$ cat config.mk
export PLATFORM = sky130hd
export DESIGN_NAME = adc_capture_ctrl
export DESIGN_NICKNAME = d
export VERILOG_FILES = /design/src/rtl/adc_capture_pkg.sv /design/src/rtl/axis_out_stage.sv /design/src/rtl/adc_capture_ctrl.sv
export SDC_FILE = /design/constraint.sdc
export NUM_CORES = 1
export LEC_CHECK = 0
export BUFFER_PORTS_ARGS = -buffer_cell sky130_fd_sc_hd__buf_2
export CAP_MARGIN = 5
export CORE_MARGIN = 2
export CORE_UTILIZATION = 35
export CTS_CLUSTER_DIAMETER = 100
export CTS_CLUSTER_SIZE = 30
export DETAILED_ROUTE_END_ITERATION = 7
export PLACE_DENSITY = 0.65
export SYNTH_ARGS = -nofsm -noshare
export SYNTH_HDL_FRONTEND = slang
export SYNTH_SLANG_ARGS = --single-unit
export TNS_END_PERCENT = 10
$ cat constraint.sdc
create_clock -name aclk -period 5 [get_ports aclk]
set_input_delay 1 -clock aclk [delete_from_list [all_inputs] [get_ports aclk]]
set_output_delay 1 -clock aclk [all_outputs]
set_load 0.01 [all_outputs]
$ cat src/rtl/adc_capture_pkg.sv
// Shared types and constants for the ADC record sequencer.
// ADC_CAPTURE_HDR_EN selects the header beat and the 2-entry output FIFO.
package adc_capture_pkg;

  localparam int DATA_W = 64;
  localparam logic [15:0] HDR_MAGIC = 16'hA5C3;

`ifdef ADC_CAPTURE_HDR_EN
  localparam int OUT_DEPTH = 2;
`else
  localparam int OUT_DEPTH = 1;
`endif

  typedef enum logic [2:0] {
    ST_IDLE    = 3'd0,
    ST_ARMED   = 3'd1,
    ST_CAPTURE = 3'd2,
    ST_HOLDOFF = 3'd3,
    ST_FLUSH   = 3'd4,
    ST_DONE    = 3'd5
  } state_t;

  typedef struct packed {
    logic [DATA_W-1:0] data;
    logic              last;
  } beat_t;

endpackage

$ cat src/rtl/axis_out_stage.sv
// AXI-Stream output holding stage (1 entry, or 2 with ADC_CAPTURE_HDR_EN).
// Accepts a header and a sample in one cycle; overflowing samples are dropped.
module axis_out_stage
  import adc_capture_pkg::*;
(
  input  logic              aclk,
  input  logic              aresetn,
  input  logic              load,
  input  beat_t             ld_beat,
  input  logic              hdr_push,
  input  beat_t             hdr_beat,
  input  logic              force_last,
  input  logic              tready,
  output logic              tvalid,
  output logic [DATA_W-1:0] tdata,
  output logic              tlast,
  output logic              held,
  output logic              drop
);

  beat_t      mem [OUT_DEPTH];
  beat_t      nxt [OUT_DEPTH];
  logic [1:0] cnt, n;
  logic       pop;

  assign tvalid = (cnt != 2'd0);
  assign pop    = tvalid && tready;
  assign tdata  = mem[0].data;
  assign tlast  = mem[0].last;
  // A beat that is still here after this edge's handshake.
  assign held   = (cnt - 2'(pop)) != 2'd0;

  always_comb begin
    nxt  = mem;
    n    = cnt;
    drop = 1'b0;
    if (pop) begin
      for (int i = 0; i < OUT_DEPTH - 1; i++) nxt[i] = mem[i+1];
      n = n - 2'd1;
    end
    if (hdr_push && n != 2'(OUT_DEPTH)) begin
      for (int i = 0; i < OUT_DEPTH; i++) if (n == 2'(i)) nxt[i] = hdr_beat;
      n = n + 2'd1;
    end
    if (load) begin
      if (n != 2'(OUT_DEPTH)) begin
        for (int i = 0; i < OUT_DEPTH; i++) if (n == 2'(i)) nxt[i] = ld_beat;
        n = n + 2'd1;
      end else begin
        // Dropped record end still terminates the packet on the newest beat.
        drop = 1'b1;
        if (ld_beat.last)
          for (int i = 0; i < OUT_DEPTH; i++) if (n == 2'(i + 1)) nxt[i].last = 1'b1;
      end
    end
    if (force_last)
      for (int i = 0; i < OUT_DEPTH; i++) if (n == 2'(i + 1)) nxt[i].last = 1'b1;
  end

  always_ff @(posedge aclk or negedge aresetn) begin
    if (!aresetn) begin
      cnt <= 2'd0;
      for (int i = 0; i < OUT_DEPTH; i++) mem[i] <= '0;
    end else begin
      cnt <= n;
      mem <= nxt;
    end
  end

endmodule

$ cat src/rtl/adc_capture_ctrl.sv
// Record sequencer: level trigger, fixed-length records, holdoff, record limit,
// drop accounting and abort. ADC_CAPTURE_HDR_EN adds a per-record header beat.
module adc_capture_ctrl
  import adc_capture_pkg::*;
#(
  parameter int SAMPLE_W = 16,
  parameter int INDEX_W  = 48,
  parameter int CNT_W    = 32
) (
  input  logic                aclk,
  input  logic                aresetn,
  input  logic                s_sample_valid,
  input  logic [SAMPLE_W-1:0] s_sample_data,
  input  logic [63:0]         s_sample_index,
  input  logic [SAMPLE_W-1:0] cfg_level,
  input  logic [CNT_W-1:0]    cfg_post_len,
  input  logic [CNT_W-1:0]    cfg_holdoff,
  input  logic [15:0]         cfg_max_records,
  input  logic                cmd_arm,
  input  logic                cmd_abort,
  output logic                m_axis_tvalid,
  input  logic                m_axis_tready,
  output logic [63:0]         m_axis_tdata,
  output logic                m_axis_tlast,
  output logic [2:0]          state_o,
  output logic [15:0]         records_done,
  output logic [31:0]         drop_count,
  output logic                busy
);

  state_t                     state, end_st;
  logic signed [SAMPLE_W-1:0] lvl_q;
  logic [CNT_W-1:0]           post_m1_q, hold_q, beat_cnt, hold_cnt;
  logic [15:0]                max_q, rec_inc;
  logic                       flush_wait;
  logic                       trig, arm_ok, is_last, held, drop;
  logic                       ld, ld_last, force_last, hdr_push;
  beat_t                      ld_beat, hdr_beat;
  logic                       unused_idx;

  assign unused_idx = ^s_sample_index[63:INDEX_W];
  assign state_o    = state;
  assign busy       = (state != ST_IDLE) && (state != ST_DONE);

  assign trig    = s_sample_valid && ($signed(s_sample_data) > lvl_q);
  assign arm_ok  = cmd_arm && !cmd_abort && (state == ST_IDLE || state == ST_DONE);
  // Comparing against post_len-1 avoids any wrap at post_len = 2^CNT_W-1.
  assign is_last = (beat_cnt == post_m1_q);
  assign rec_inc = records_done + 16'd1;
  assign end_st  = (max_q != 16'd0 && rec_inc == max_q) ? ST_DONE :
                   (hold_q != '0) ? ST_HOLDOFF : ST_ARMED;

  always_comb begin
    ld         = 1'b0;
    ld_last    = is_last;
    force_last = 1'b0;
    case (state)
      ST_ARMED:   ld = trig && !cmd_abort;
      ST_CAPTURE: begin
        ld         = s_sample_valid && !(cmd_abort && held);
        force_last = cmd_abort && held;
        if (cmd_abort) ld_last = 1'b1;
      end
      ST_FLUSH: begin
        ld      = s_sample_valid && flush_wait;
        ld_last = 1'b1;
      end
      default: ;
    endcase
  end

  assign ld_beat.data = {s_sample_index[INDEX_W-1:0], s_sample_data};
  assign ld_beat.last = ld_last;

`ifdef ADC_CAPTURE_HDR_EN
  assign hdr_push      = ld && (state == ST_ARMED);
  assign hdr_beat.data = {HDR_MAGIC, records_done, s_sample_index[31:0]};
  assign hdr_beat.last = 1'b0;
`else
  assign hdr_push = 1'b0;
  assign hdr_beat = '0;
`endif

  axis_out_stage u_out (
    .aclk       (aclk),
    .aresetn    (aresetn),
    .load       (ld),
    .ld_beat    (ld_beat),
    .hdr_push   (hdr_push),
    .hdr_beat   (hdr_beat),
    .force_last (force_last),
    .tready     (m_axis_tready),
    .tvalid     (m_axis_tvalid),
    .tdata      (m_axis_tdata),
    .tlast      (m_axis_tlast),
    .held       (held),
    .drop       (drop)
  );

  always_ff @(posedge aclk or negedge aresetn) begin
    if (!aresetn) begin
      state        <= ST_IDLE;
      lvl_q        <= '0;
      post_m1_q    <= '0;
      hold_q       <= '0;
      max_q        <= '0;
      beat_cnt     <= '0;
      hold_cnt     <= '0;
      flush_wait   <= 1'b0;
      records_done <= '0;
      drop_count   <= '0;
    end else begin
      if (drop && drop_count != '1) drop_count <= drop_count + 32'd1;
      if (arm_ok) begin
        lvl_q        <= $signed(cfg_level);
        post_m1_q    <= (cfg_post_len == '0) ? '0 : cfg_post_len - 1'b1;
        hold_q       <= cfg_holdoff;
        max_q        <= cfg_max_records;
        beat_cnt     <= '0;
        hold_cnt     <= '0;
        records_done <= '0;
        drop_count   <= '0;
        state        <= ST_ARMED;
      end
      case (state)
        ST_ARMED:
          if (cmd_abort) state <= ST_IDLE;
          else if (trig) begin
            if (is_last) begin
              records_done <= rec_inc;
              hold_cnt     <= '0;
              state        <= end_st;
            end else begin
              beat_cnt <= {{(CNT_W-1){1'b0}}, 1'b1};
              state    <= ST_CAPTURE;
            end
          end
        ST_CAPTURE:
          if (cmd_abort) begin
            flush_wait <= !held && !s_sample_valid;
            beat_cnt   <= '0;
            state      <= ST_FLUSH;
          end else if (s_sample_valid) begin
            if (is_last) begin
              records_done <= rec_inc;
              beat_cnt     <= '0;
              hold_cnt     <= '0;
              state        <= end_st;
            end else beat_cnt <= beat_cnt + 1'b1;
          end
        ST_HOLDOFF:
          if (cmd_abort) state <= ST_IDLE;
          else if (s_sample_valid) begin
            if (hold_cnt == hold_q - 1'b1) begin
              hold_cnt <= '0;
              state    <= ST_ARMED;
            end else hold_cnt <= hold_cnt + 1'b1;
          end
        ST_FLUSH: begin
          if (flush_wait && s_sample_valid) flush_wait <= 1'b0;
          if (m_axis_tvalid && m_axis_tready && m_axis_tlast) state <= ST_IDLE;
        end
        ST_DONE:
          if (cmd_abort) state <= ST_IDLE;
        default: ;
      endcase
    end
  end

endmodule

# Word level (Yosys, flattened, before mapping)
# Cells that the tools add are included.
[classes]
add_sub_neg = 9
mul = 0
div_mod_pow = 0
n_lt_le_gt_ge = 1
eq_ne = 15
n_shift = 0
n_mux = 62
bitwise = 0
reduce_logical = 30
[ops]
columns = ["cell", "n"]
rows = [
  ["$mux 32", 19],
  ["$add 32x1->32 const B", 3],
  ["$mux 16", 6],
  ["$pmux 32 s3", 1],
  ["$eq 32x32->1", 2],
  ["$pmux 32 s2", 1],
  ["$sub 32x1->32 const B", 2],
  ["$mux 3", 13],
  ["$logic_not 32->1", 1],
  ["$ne 32x32->1 const B", 1],
  ["$pmux 16 s2", 1],
  ["$reduce_bool 32->1", 1],
  ["$add 16x1->16 const B", 1],
  ["$eq 16x16->1", 1],
  ["$gt 16x16->1", 1],
  ["$reduce_bool 16->1", 1],
  ["$pmux 3 s5", 1],
  ["$logic_and 1x1->1", 13],
  ["$mux 1", 13],
  ["$mux 2", 4],
  ["$reduce_bool 2->1", 4],
  ["$eq 3x2->1 const B", 2],
  ["$eq 3x3->1 const B", 2],
  ["$reduce_and 3->1", 2],
  ["15 further kinds", 21],
]
[word_totals]
register_bits = 279
latchBits = 0
ram_bits = 0
rom_bits = 0
in_bits = 182
word_cells = 130
memories = 0

# Logic depth before layout (Yosys ltp)
# Gate-level depths: netlist (run 1).
[logic_depth]
word_depth = 12
depth_mapped = 13
mapped_depth_nobuf = 11

# Modules after synthesis
# Synthesis (run 1) repeated with hierarchy kept, for this count alone.
[hier_totals]
hier_cells = 1897
area_unflattened_um2 = 16415.7
[modules_own_cells]
columns = ["module", "n_inst", "cells_each", "area_per_inst_um2", "seq_area_each_um2"]
rows = [
  ["adc_capture_ctrl", 1, 1569, 13045.0, 5305.1],
  ["axis_out_stage", 1, 328, 3370.7, 1676.6],
]

# Worst setup path before layout (run 1)
# No wires, ideal clock.
[synth_timing]
path_kind = "input to register"
startpoint = "in s_sample_data[15]"
endpoint = "reg drop_count[29]"
setup_time_ps = 78
arrival_time_ps = 3800
required_ps = 4922
setup_slack_ps = 1122
cell_stages = 11
path_buffers = 1
path_cell_list = "ha_1 nand4_1 nor3_1 or3_1 o31a_1 nor3_4 a21boi_2 or4_1 clkbuf_1 or4_1 a21oi_1"
[synth_between]
elab_chain_cells = 7
[synth_lines]
columns = ["item", "line_no", "rtl"]
rows = [
  ["start, declared", "adc_capture_ctrl.sv:13", "input logic [SAMPLE_W-1:0] s_sample_data,"],
  ["$gt 16x16->1", "adc_capture_ctrl.sv:45", "assign trig = s_sample_valid && ($signed(s_sample_data) > lvl_q);"],
  ["$logic_and 1x1->1", "adc_capture_ctrl.sv:45", ""],
  ["$logic_and 1x1->1", "adc_capture_ctrl.sv:58", "ST_ARMED: ld = trig && !cmd_abort;"],
  ["$pmux 1 s3", "adc_capture_ctrl.sv:57", "case (state)"],
  ["$mux 1", "axis_out_stage.sv:45", "if (load) begin"],
  ["$logic_and 1x1->1", "adc_capture_ctrl.sv:113", "if (drop && drop_count != '1) drop_count <= drop_count + 32'd1;"],
  ["$reduce_bool 2->1 (no line)", "-", ""],
  ["end signal, assigned", "adc_capture_ctrl.sv:113", ""],
  ["end, declared", "adc_capture_ctrl.sv:27", "output logic [31:0] drop_count,"],
]
# No other way between the ends.
# A chain may end at the register's enable or synchronous reset.

# Worst setup path after layout (run 1)
[layout_timing]
startpoint = "in s_sample_data[15]"
endpoint = "reg drop_count[27]"
# The elaborated chain is that of the path after synthesis.

==> flow_summary.ini, run 1 <==
[clock_network]
path_clk_slew_ns = 0.10
post_cts_buffers = 0
clockRootBuffer = clkbuf_16
htreeDepth = 1
clock_path_buffers = 3
ctsResizeCount = 0
cts_buffers = 15
cts.sinks = 279
cts.hold.buffers_added = 0
clock_latency_ns = 0.52
cts_tree = yes

[final_layout]
final_util_pct = 41.0
nets = 2238
area_growth_pct = 15.1
fillers = 4557
ff_latch_area_mm2 = 0.00698
drive_gt1_share_pct = 20.5
antennaDiodeCount = 0
multi_input_area_mm2 = 0.00859

[synth]
synthArstFlopShare_pct = 100
synth.avg_cell_area_um2 = 8.89
yosys-top-cells-count = nand2_1 (332), dfrtp_1 (279), o21ai_0 (135)
seq_area_frac_synth_pct = 43.1
syn_inst = 1821
synthFlopType = dfrtp_1
syn_area_mm2 = 0.0162
synth-seq-cells = 279
ys_types = 85
yosysTopAreaCellShare_pct = 43.1
syn-num-nets = 2026
yosysTopAreaCell = dfrtp_1
yosys_warnings = 0
synth_area_leaders = dfrtp_1 (43%), nand2_1 (7.7%), xnor2_1 (5.7%), mux2_2 (4.5%), o21ai_0 (4.2%)
yosys.cell_count.top_type = nand2_1
synth_edf_count = 0

[timing]
clock_skew_ns = 0.0181
setup_viol = 0
report.final.slew_viol_count = 0
relSlewSlack_pct = 28.0
rsz0062_at_grt = no
hold_ws_ns = 0.492
fin_crit_sh_pct = 79.7
setup-tns-final_ns = 0
min_period_ns = 3.98
max_freq_mhz = 251
worst_pin_slew_ns = 1.08
hold_viol = 0

[power]
vdd_drop_max_v = 0.000360
power_switching_w = 0.00354
p_int_w = 0.00507
p_seq_share_pct = 43.0
p_clk_share_pct = 17.1
sw_frac_of_total_pct = 41.1
p_leak_nw = 8.24
pwr-share-comb_pct = 39.9
power.density_mw_per_mm2 = 462

[setup_path]
path_cells = buf_2 -> ha_1 -> nand4_1 -> a2111oi_0 -> nor4_1 -> buf_4 -> nor3_4 -> a21boi_2 -> or4_1 -> or4_1 -> a21oi_1
path_common_cell = or4_1
cp_slowest_cell = or4_1
required_ns = 5.44
critical_path_class = primary input to flop
reg2reg_setup_slack_ns = 1.13
max_stage_delay_ns = 0.81
worstSetupStartpointType = primary input
crit_arrival_ns = 4.43
cp-end-kind = flop
path_max_fanout = 20

[routing]
wl_per_cell_um = 17.6
wirelength_um = 46400
firstDrtPassIters = 6
via_per_inst = 5.43
drt_iter0_drc = 1128
drc = 0
vias = 14300
ant_nets = 0

[placement]
gp_congestion = 0.872
dpl.hpwl_um = 34200
io_buffers = 283

[outcome]
status = complete, no violations

[grt]
grtUsageTotal_pct = 18.7
overflow = 0
grt_pass1_vias = 13600
grt_max_degree = 99
grt_pass1_wl_um = 72900
antenna_found_initial = 5

[die]
die_area_mm2 = 0.0480
core_mm2 = 0.0455
die_w_um = 219
fp-row-count = 78
die_y_um = 219
start_util_pct = 35.6
ios = 300

[hold_path]
hold_path_class = primary input to asynchronous set/reset pin

[run]
drv_cap = 0
==> per-layer routing <==
metal	vias to the layer above	GRT usage (%)	wire (µm)	part of all wire (%)
met5	-	0	51	0.11
met4	8	3.94	924	2.0
met3	62	3.76	2910	6.3
met2	411	30.6	21800	47
met1	6982	25.8	20800	45
li1	6872	-	-	-
==> cells in the final DEF (no fill, tap or decap), drive strengths merged, types with 4 or more instances in the layout <==
master,count
nor2,93
nor3b,11
o21a,8
o21ai,144
nand2b,9
a21oi,52
nand4,54
clkinv,4
o41ai,7
o221ai,4
o31ai,18
or4,24
a31oi,16
ha,23
a21o,9
a22o,16
o211ai,19
nor4b,5
xnor2,105
or3,22
nor4,42
or2,7
nor2b,12
mux2,66
and4,7
nand2,332
o311ai,6
inv,58
and2,9
a32o,4
mux2i,9
xor2,53
and3,32
nor3,43
dfrtp,279
a211o,5
nand3,60
nand3b,10
buf,302
clkbuf,18
==> flip-flops by register name (all words and copies together), names as in the netlist, 3 cells and up <==
register,flops
lvl_q,16
max_q,16
hold_q,32
post_m1_q,32
beat_cnt,32
hold_cnt,32
state_o,3
u_out.tdata,64
drop_count,32
records_done,16
==> worst max-delay path: cells and delay by family <==
| family | cells | cell delay (ns) |
|---|---|---|
| fa+ha+maj | 1 | 0.31 |
| compound gates | 3 | 0.84 |
| buf+inv | 2 | 0.30 |
| simple gates | 5 | 1.97 |
==> kinds of logic after synthesis <==
family,count (synthesis),synth area share [%]
xor gates and xnor gates,159,8.70
buffers and inverters,162,3.97
AOI/OAI and AO/OA,346,13.6
muxes,75,5.15
adders and majority gates,23,1.78
DFF,279,43.1
and+or+nand+nor,777,23.6
==> layout make-up <==
class,count,area share (%)
Inverter,54,1.09
Clock inverter,8,0.504
Sequential cell,279,37.5
Tap cell,600,4.03
Clock buffer,17,2.16
Multi-Input combinational cell,1380,46.1
Timing Repair Buffer,303,8.65
==> power by group through the flow <==
| stage | registers, W | clock network (W) | logic [W] |
|---|---|---|---|
| 2_1_floorplan | 0.00361 | 0 | 0.00236 |
| 3_3_place_gp | 0.00369 | 0 | 0.00335 |
| 3_5_place_dp | 0.00373 | 0 | 0.00345 |
| 4_1_cts | 0.00369 | 0.00152 | 0.00347 |
| 5_1_grt | 0.00381 | 0.00160 | 0.00384 |
| 6_report | 0.00370 | 0.00147 | 0.00343 |
==> per-stage QoR <==
step / total power [W] / area [µm²] / cells / setup slack, ns
after floorplan: 0.00596 / 16200 / 1821 / 1.12
after global placement: 0.00705 / 18100 / 2615 / 0.509
after detailed placement: 0.00718 / 18100 / 2615 / 0.467
after CTS: 0.00868 / 18600 / 2640 / 1.02
after global routing: 0.00925 / 18600 / 2641 / 0.766
final: 0.00861 / 18600 / 2641 / 1.02
==> final timing paths <==
| check | start | to | cells after the start |
|---|---|---|---|
| min in group aclk | u_out.tdata[9]$_DFFE_PN0P_ | u_out.tdata[9]$_DFFE_PN0P_ | 1 |
| setup / recovery | s_sample_data[15] | drop_count[27]$_DFFE_PN0P_ | 11 |
| max in group asynchronous | aresetn | drop_count[17]$_DFFE_PN0P_ | 2 |
| setup reg to reg | hold_q[4]$_DFFE_PN0P_ | hold_cnt[20]$_DFF_PN0_ | 9 |
| hold reg to reg | u_out.tdata[9]$_DFFE_PN0P_ | u_out.tdata[9]$_DFFE_PN0P_ | 1 |
| hold / removal | aresetn | hold_q[27]$_DFFE_PN0P_ | 1 |
No activity file was read; power rests on OpenSTA's default activity.
==> run 2: changes to the inputs <==
PLACE_DENSITY = 0.67   (was 0.65)
clock period = 3.25 ns   (was 5 ns; I/O delays follow)
==> run 2 against run 1 <==
Combinational power rose by 94%. Hold slack worse by 0.40 ns. Clock skew up 0.036 ns. Die area is the same. Sequential cell count did not move. First-iteration DRC count down 3.9%. Non-clock buffer count rose by 132. Design area grew 8.5%. Highest routed layer unchanged.
==> flow_summary.ini, run 2 (synthesis gave the netlist of run 1 again) <==
[routing]
drt_iter0_drc = 1084
drc = 0
wl_per_cell_um = 17.8
vias = 14900
via_per_inst = 5.39
ant_nets = 0
wirelength_um = 49200
firstDrtPassIters = 5

[timing]
fin_crit_sh_pct = 99.9
max_freq_mhz = 308
setup-tns-final_ns = 0
rsz0062_at_grt = yes
hold_ws_ns = 0.0882
worst_pin_slew_ns = 0.712
setup_viol = 0
hold_viol = 0
min_period_ns = 3.25
relSlewSlack_pct = 52.4
report.final.slew_viol_count = 0
clock_skew_ns = 0.0536

[grt]
overflow = 0
grtUsageTotal_pct = 19.9
grt_max_degree = 76
grt_pass1_wl_um = 77200
antenna_found_initial = 3
grt_pass1_vias = 14400

[die]
die_w_um = 219
ios = 300
start_util_pct = 35.6
die_y_um = 219
core_mm2 = 0.0455
die_area_mm2 = 0.0480
fp-row-count = 78

[final_layout]
largest_reg_flops = 64
layout.cells.non_filler = 2771
drive_gt1_share_pct = 27.8
layout_commonest_cell = nand2_1
fillers = 4447
area_growth_pct = 24.8
mostFrequentLayoutCells = nand2_1 (331), buf_2 (282), dfrtp_1 (279), o21ai_0 (134), buf_4 (133)
nets = 2369
final_util_pct = 44.4

[setup_path]
required_ns = 3.72
crit_arrival_ns = 3.71
worstSetupStartpointType = flop
critical_path_class = flop to flop
cp-end-kind = flop
path_max_fanout = 8

[placement]
dp.cells = 2736
gp_congestion = 0.888
dpl.hpwl_um = 37000
io_buffers = 283

[clock_network]
cts_tree = yes
path_clk_slew_ns = 0.13
clock_path_buffers = 3
clock_latency_ns = 0.55
cts_buffers = 14
clockRootBuffer = clkbuf_16
cts.sinks = 279
htreeDepth = 1

[power]
vdd_drop_max_v = 0.000571
p_leak_nw = 9.04
power.density_mw_per_mm2 = 711

[hold_path]
hold_path_class = primary input to asynchronous set/reset pin

[outcome]
status = complete, no violations

[run]
drv_cap = 0
run 2: path summary, 6_finish.rpt:
path                                       startpoint                    endpoint  slack [ns]  cells after the start
max in group asynchronous                     aresetn   post_m1_q[18]$_DFFE_PN0P_        2.20                      2
min reg2reg                u_out.tdata[4]$_DFFE_PN0P_  u_out.tdata[4]$_DFFE_PN0P_        0.51                      1
min                                           aresetn       hold_cnt[7]$_DFF_PN0_        0.09                      1
min in group aclk                  cfg_max_records[3]        max_q[3]$_DFFE_PN0P_        0.30                      3
max reg2reg                     lvl_q[13]$_DFFE_PN0P_  drop_count[21]$_DFFE_PN0P_       0.004                     12
max                             lvl_q[13]$_DFFE_PN0P_  drop_count[21]$_DFFE_PN0P_       0.004                     12
run 2: area by class of cell:
cell class / instances / area, µm² / share of cell area, %
antenna: 1 / 2.50 / 0.0124
clock buffer: 16 / 379 / 1.88
clock inverter: 6 / 87.6 / 0.433
inverter: 54 / 203 / 1.00
multi-input combinational: 1380 / 9060 / 44.9
sequential: 279 / 6980 / 34.6
tap: 600 / 751 / 3.72
timing repair buffer: 435 / 2740 / 13.5
run 2: critical path, stage by stage (launching register included):
cell and delay [ns]:
dfrtp_1 0.39, inv_2 0.08, ha_4 0.20, nand4_1 0.22, nor3_2 0.07, or3_4 0.39, o31a_1 0.33, nor3_4 0.24
a21boi_2 0.13, or4_4 0.50, buf_6 0.15, or3_4 0.36, a21oi_2 0.13
run 2: power breakdown:
group | total [W] | internal, W | switching [W] | leakage [nW]
sequential | 0.00551 | 0.00458 | 0.000927 | 3.61
combinational | 0.00667 | 0.00303 | 0.00364 | 5.20
clock | 0.00219 | 0.000964 | 0.00123 | 0.229
run 2: through the flow:
stage	power, W	worst slack (ns)	instance area (µm²)
4_1_cts	0.0142	-0.00714	19900
3_5_place_dp	0.0118	-0.574	19200
2_1_floorplan	0.00923	-0.116	16300
5_1_grt	0.0154	-0.129	20200
6_report	0.0144	0.00359	20200
3_3_place_gp	0.0116	-0.502	19200
run 2: what timing repair did:
action / in CTS / in global routing
setup buffers: 7 / 3
hold buffers: 0 / 0
resized for setup: 29 / 67
endpoints found under the setup margin: 113 / 122
cloned: 0 / 2
pin swaps: 14 / 16
run 2: metal layers:
layer  vias to the layer above  share of wire [%]  wire [µm]  track usage [%]
li1                       7142                  -          -                -
met1                      7265                 44      21900             27.8
met2                       470                 47      23300             32.4
met3                        65                5.9       2900             2.84
met4                         2                2.2       1100             4.77
met5                         -              0.024         12                0
==> run 3: changes to the inputs <==
ABC_AREA = 1   (was unset)
PLACE_DENSITY = 0.66   (was 0.67)
==> run 3 against run 2 <==
Final cell count grew 37%. Via count grew 27%. Clock skew shrank 0.0096 ns. Register-to-register slack gained 0.25 ns. Setup slack gained 0.25 ns. First-iteration DRC count grew 45%. Critical path type unchanged. Largest power group is now registers.
==> flow_summary.ini, run 3 <==
[outcome]
status = complete, no violations

[setup_path]
crit_path_end = drop_count[5]$_DFFE_PN0P_
r2r-start = state_o[0]$_DFF_PN0_
cp-end-kind = flop
rr_endpoint = drop_count[5]$_DFFE_PN0P_
required_ns = 3.70
worstSetupStartpoint = state_o[0]$_DFF_PN0_
worstSetupStartpointType = flop
critical_path_class = flop to flop
path_max_fanout = 74
reg2reg_setup_slack_ns = 0.26
crit_arrival_ns = 3.44
r2r_cells = 10

[clock_network]
clock_path_buffers = 3
htreeDepth = 1
cts_tree = yes
path_clk_slew_ns = 0.12
cts_buffers = 19
clockRootBuffer = clkbuf_16
cts.sinks = 279
clock_latency_ns = 0.57

[grt]
antenna_found_initial = 4
grtUsageTotal_pct = 20.3
grt_pass1_wl_um = 93800
overflow = 0
grt_pass1_vias = 17300
grt_max_degree = 86

[power]
p_total_w = 0.00727
power.density_mw_per_mm2 = 329
p_int_w = 0.00505
sw_frac_of_total_pct = 30.5
pwr-share-comb_pct = 10.7
p_leak_nw = 11.6
vdd_drop_max_v = 0.000288
power_switching_w = 0.00222
p_clk_share_pct = 39.6
p_seq_share_pct = 49.7

[final_layout]
layout.cells.non_filler = 3796
fillers = 5725
finish.instance_area_mm2 = 0.0221
final_util_pct = 41.1
drive_gt1_share_pct = 13.8
area_growth_pct = 15.8
layout_commonest_cell = nand2_1
nets = 3292
mostFrequentLayoutCells = nand2_1 (878), nor2_1 (322), inv_1 (320), buf_2 (282), dfrtp_1 (279)
largest_reg_flops = 64

[placement]
dpl.hpwl_um = 42500
dp.cells = 3762
io_buffers = 283
dpl_cell_area_mm2 = 0.0214
gp_congestion = 0.920

[routing]
wl_per_cell_um = 15.2
drt_iter0_drc = 1568
wirelength_um = 57800
drc = 0
ant_nets = 0
vias = 18900
firstDrtPassIters = 5
via_per_inst = 4.98

[synth]
synth_edf_count = 0
synthArstFlopShare_pct = 100
yosysTopAreaCellShare_pct = 36.6
yosysTopAreaCell = dfrtp_1
seq_area_frac_synth_pct = 36.6
syn_area_mm2 = 0.0191
synth_area_leaders = dfrtp_1 (37%), nand2_1 (17%), nor2_1 (6.4%), inv_1 (6.3%), nand3_1 (4.9%)
synth-seq-cells = 279
synthFlopType = dfrtp_1
syn-num-nets = 3042
yosys.cell_count.top_type = nand2_1
yosys-top-cells-count = nand2_1 (878), nor2_1 (323), inv_1 (320)
ys_types = 55
syn_inst = 2837
yosys_warnings = 0
synth.avg_cell_area_um2 = 6.73

[die]
start_util_pct = 35.5
core_mm2 = 0.0538
ios = 300
fp-row-count = 85
die_w_um = 238
die_area_mm2 = 0.0564
die_y_um = 238

[timing]
setup-tns-final_ns = 0
fin_crit_sh_pct = 92.1
relSlewSlack_pct = 38.2
min_period_ns = 2.99
clock_skew_ns = 0.0440
worst_pin_slew_ns = 0.927
setup_viol = 0
rsz0062_at_grt = no
hold_viol = 0
report.final.slew_viol_count = 0
max_freq_mhz = 334

[run]
drv_cap = 0

[hold_path]
hold_path_class = primary input to asynchronous set/reset pin
run 3: changes by cell type after synthesis, sizes merged, moves of 66 or more:
cell   before  now
inv        53  327
mux2       66    0
nand2     332  887
nand3      60  188
nor2       93  336
o21ai     144  237
xnor2     105   38
run 3: power groups by stage:
stage / sequential [W] / clock [W] / combinational (W)
floorplan: 0.00368 / 0 / 0.000386
global placement: 0.00368 / 0 / 0.000777
detailed placement: 0.00368 / 0 / 0.000789
CTS: 0.00361 / 0.00296 / 0.000792
global route: 0.00362 / 0.00307 / 0.000887
finish: 0.00361 / 0.00288 / 0.000780
run 3: kinds of logic after synthesis:
logic type / count (synthesis) / synth area share [%]
AND/OR/NAND/NOR: 1578 / 34.9
AO/OA/AOI/OAI: 374 / 11.1
adder cells (fa/ha/maj): 23 / 1.51
XOR/XNOR: 141 / 6.51
flip-flops: 279 / 36.6
buffers and inverters: 442 / 9.45
run 3: worst max-delay path: stages (launching register included):
cell and delay (ns):
dfrtp_1 0.46, nor2_1 0.11, nor2_1 0.26, a21oi_2 0.16, nand3_4 0.13, buf_4 0.74, buf_4 0.52, nand2_1 0.16
buf_12 0.20, nand2_1 0.07, nand2_1 0.04
run 3: worst min path at each step:
stage / end / slack, ns / cells past startpoint
2_1_floorplan: beat_cnt[0]$_DFF_PN0_ / 0.35 / 0
3_3_place_gp: u_out.tdata[2]$_DFFE_PN0P_ / 0.46 / 2
3_5_place_dp: u_out.tdata[1]$_DFFE_PN0P_ / 0.46 / 2
4_1_cts: beat_cnt[19]$_DFF_PN0_ / 0.10 / 1
5_1_grt: beat_cnt[15]$_DFF_PN0_ / 0.12 / 1
6_report: beat_cnt[15]$_DFF_PN0_ / 0.08 / 1
run 3: what timing repair did:
item                       4_1_cts  5_1_grt
gates resized for setup          0        1
buffers inserted                 0        0
hold buffers                     0        0
setup endpoints to repair        0       32
run 3: metrics by stage:
| step | hold WS, ns | setup WS, ns |
|---|---|---|
| after detailed placement | 0.463 | 0.0545 |
| after global routing | 0.119 | 0.0336 |
| after CTS | 0.102 | 0.183 |
| final | 0.0778 | 0.258 |
| after global placement | 0.462 | 0.0906 |
| after floorplan | 0.354 | 0.732 |
run 3: area by class of cell:
cell class | count | area, µm² | area share (%)
Sequential cell | 279 | 6980 | 31.6
Timing Repair Buffer | 340 | 1950 | 8.84
Clock inverter | 13 | 244 | 1.10
Antenna cell | 2 | 5.00 | 0.0226
Multi-Input combinational cell | 2116 | 10300 | 46.7
Inverter | 331 | 1250 | 5.65
Tap cell | 696 | 871 | 3.94
Clock buffer | 19 | 475 | 2.15
run 3: metal layers:
| metal | global-route usage (%) | up-vias | wire, µm |
|---|---|---|---|
| li1 | - | 9608 | - |
| met1 | 29.4 | 8686 | 27300 |
| met2 | 32.7 | 555 | 26300 |
| met3 | 2.19 | 69 | 3160 |
| met4 | 4.33 | 0 | 1090 |
| met5 | 0 | - | 0 |
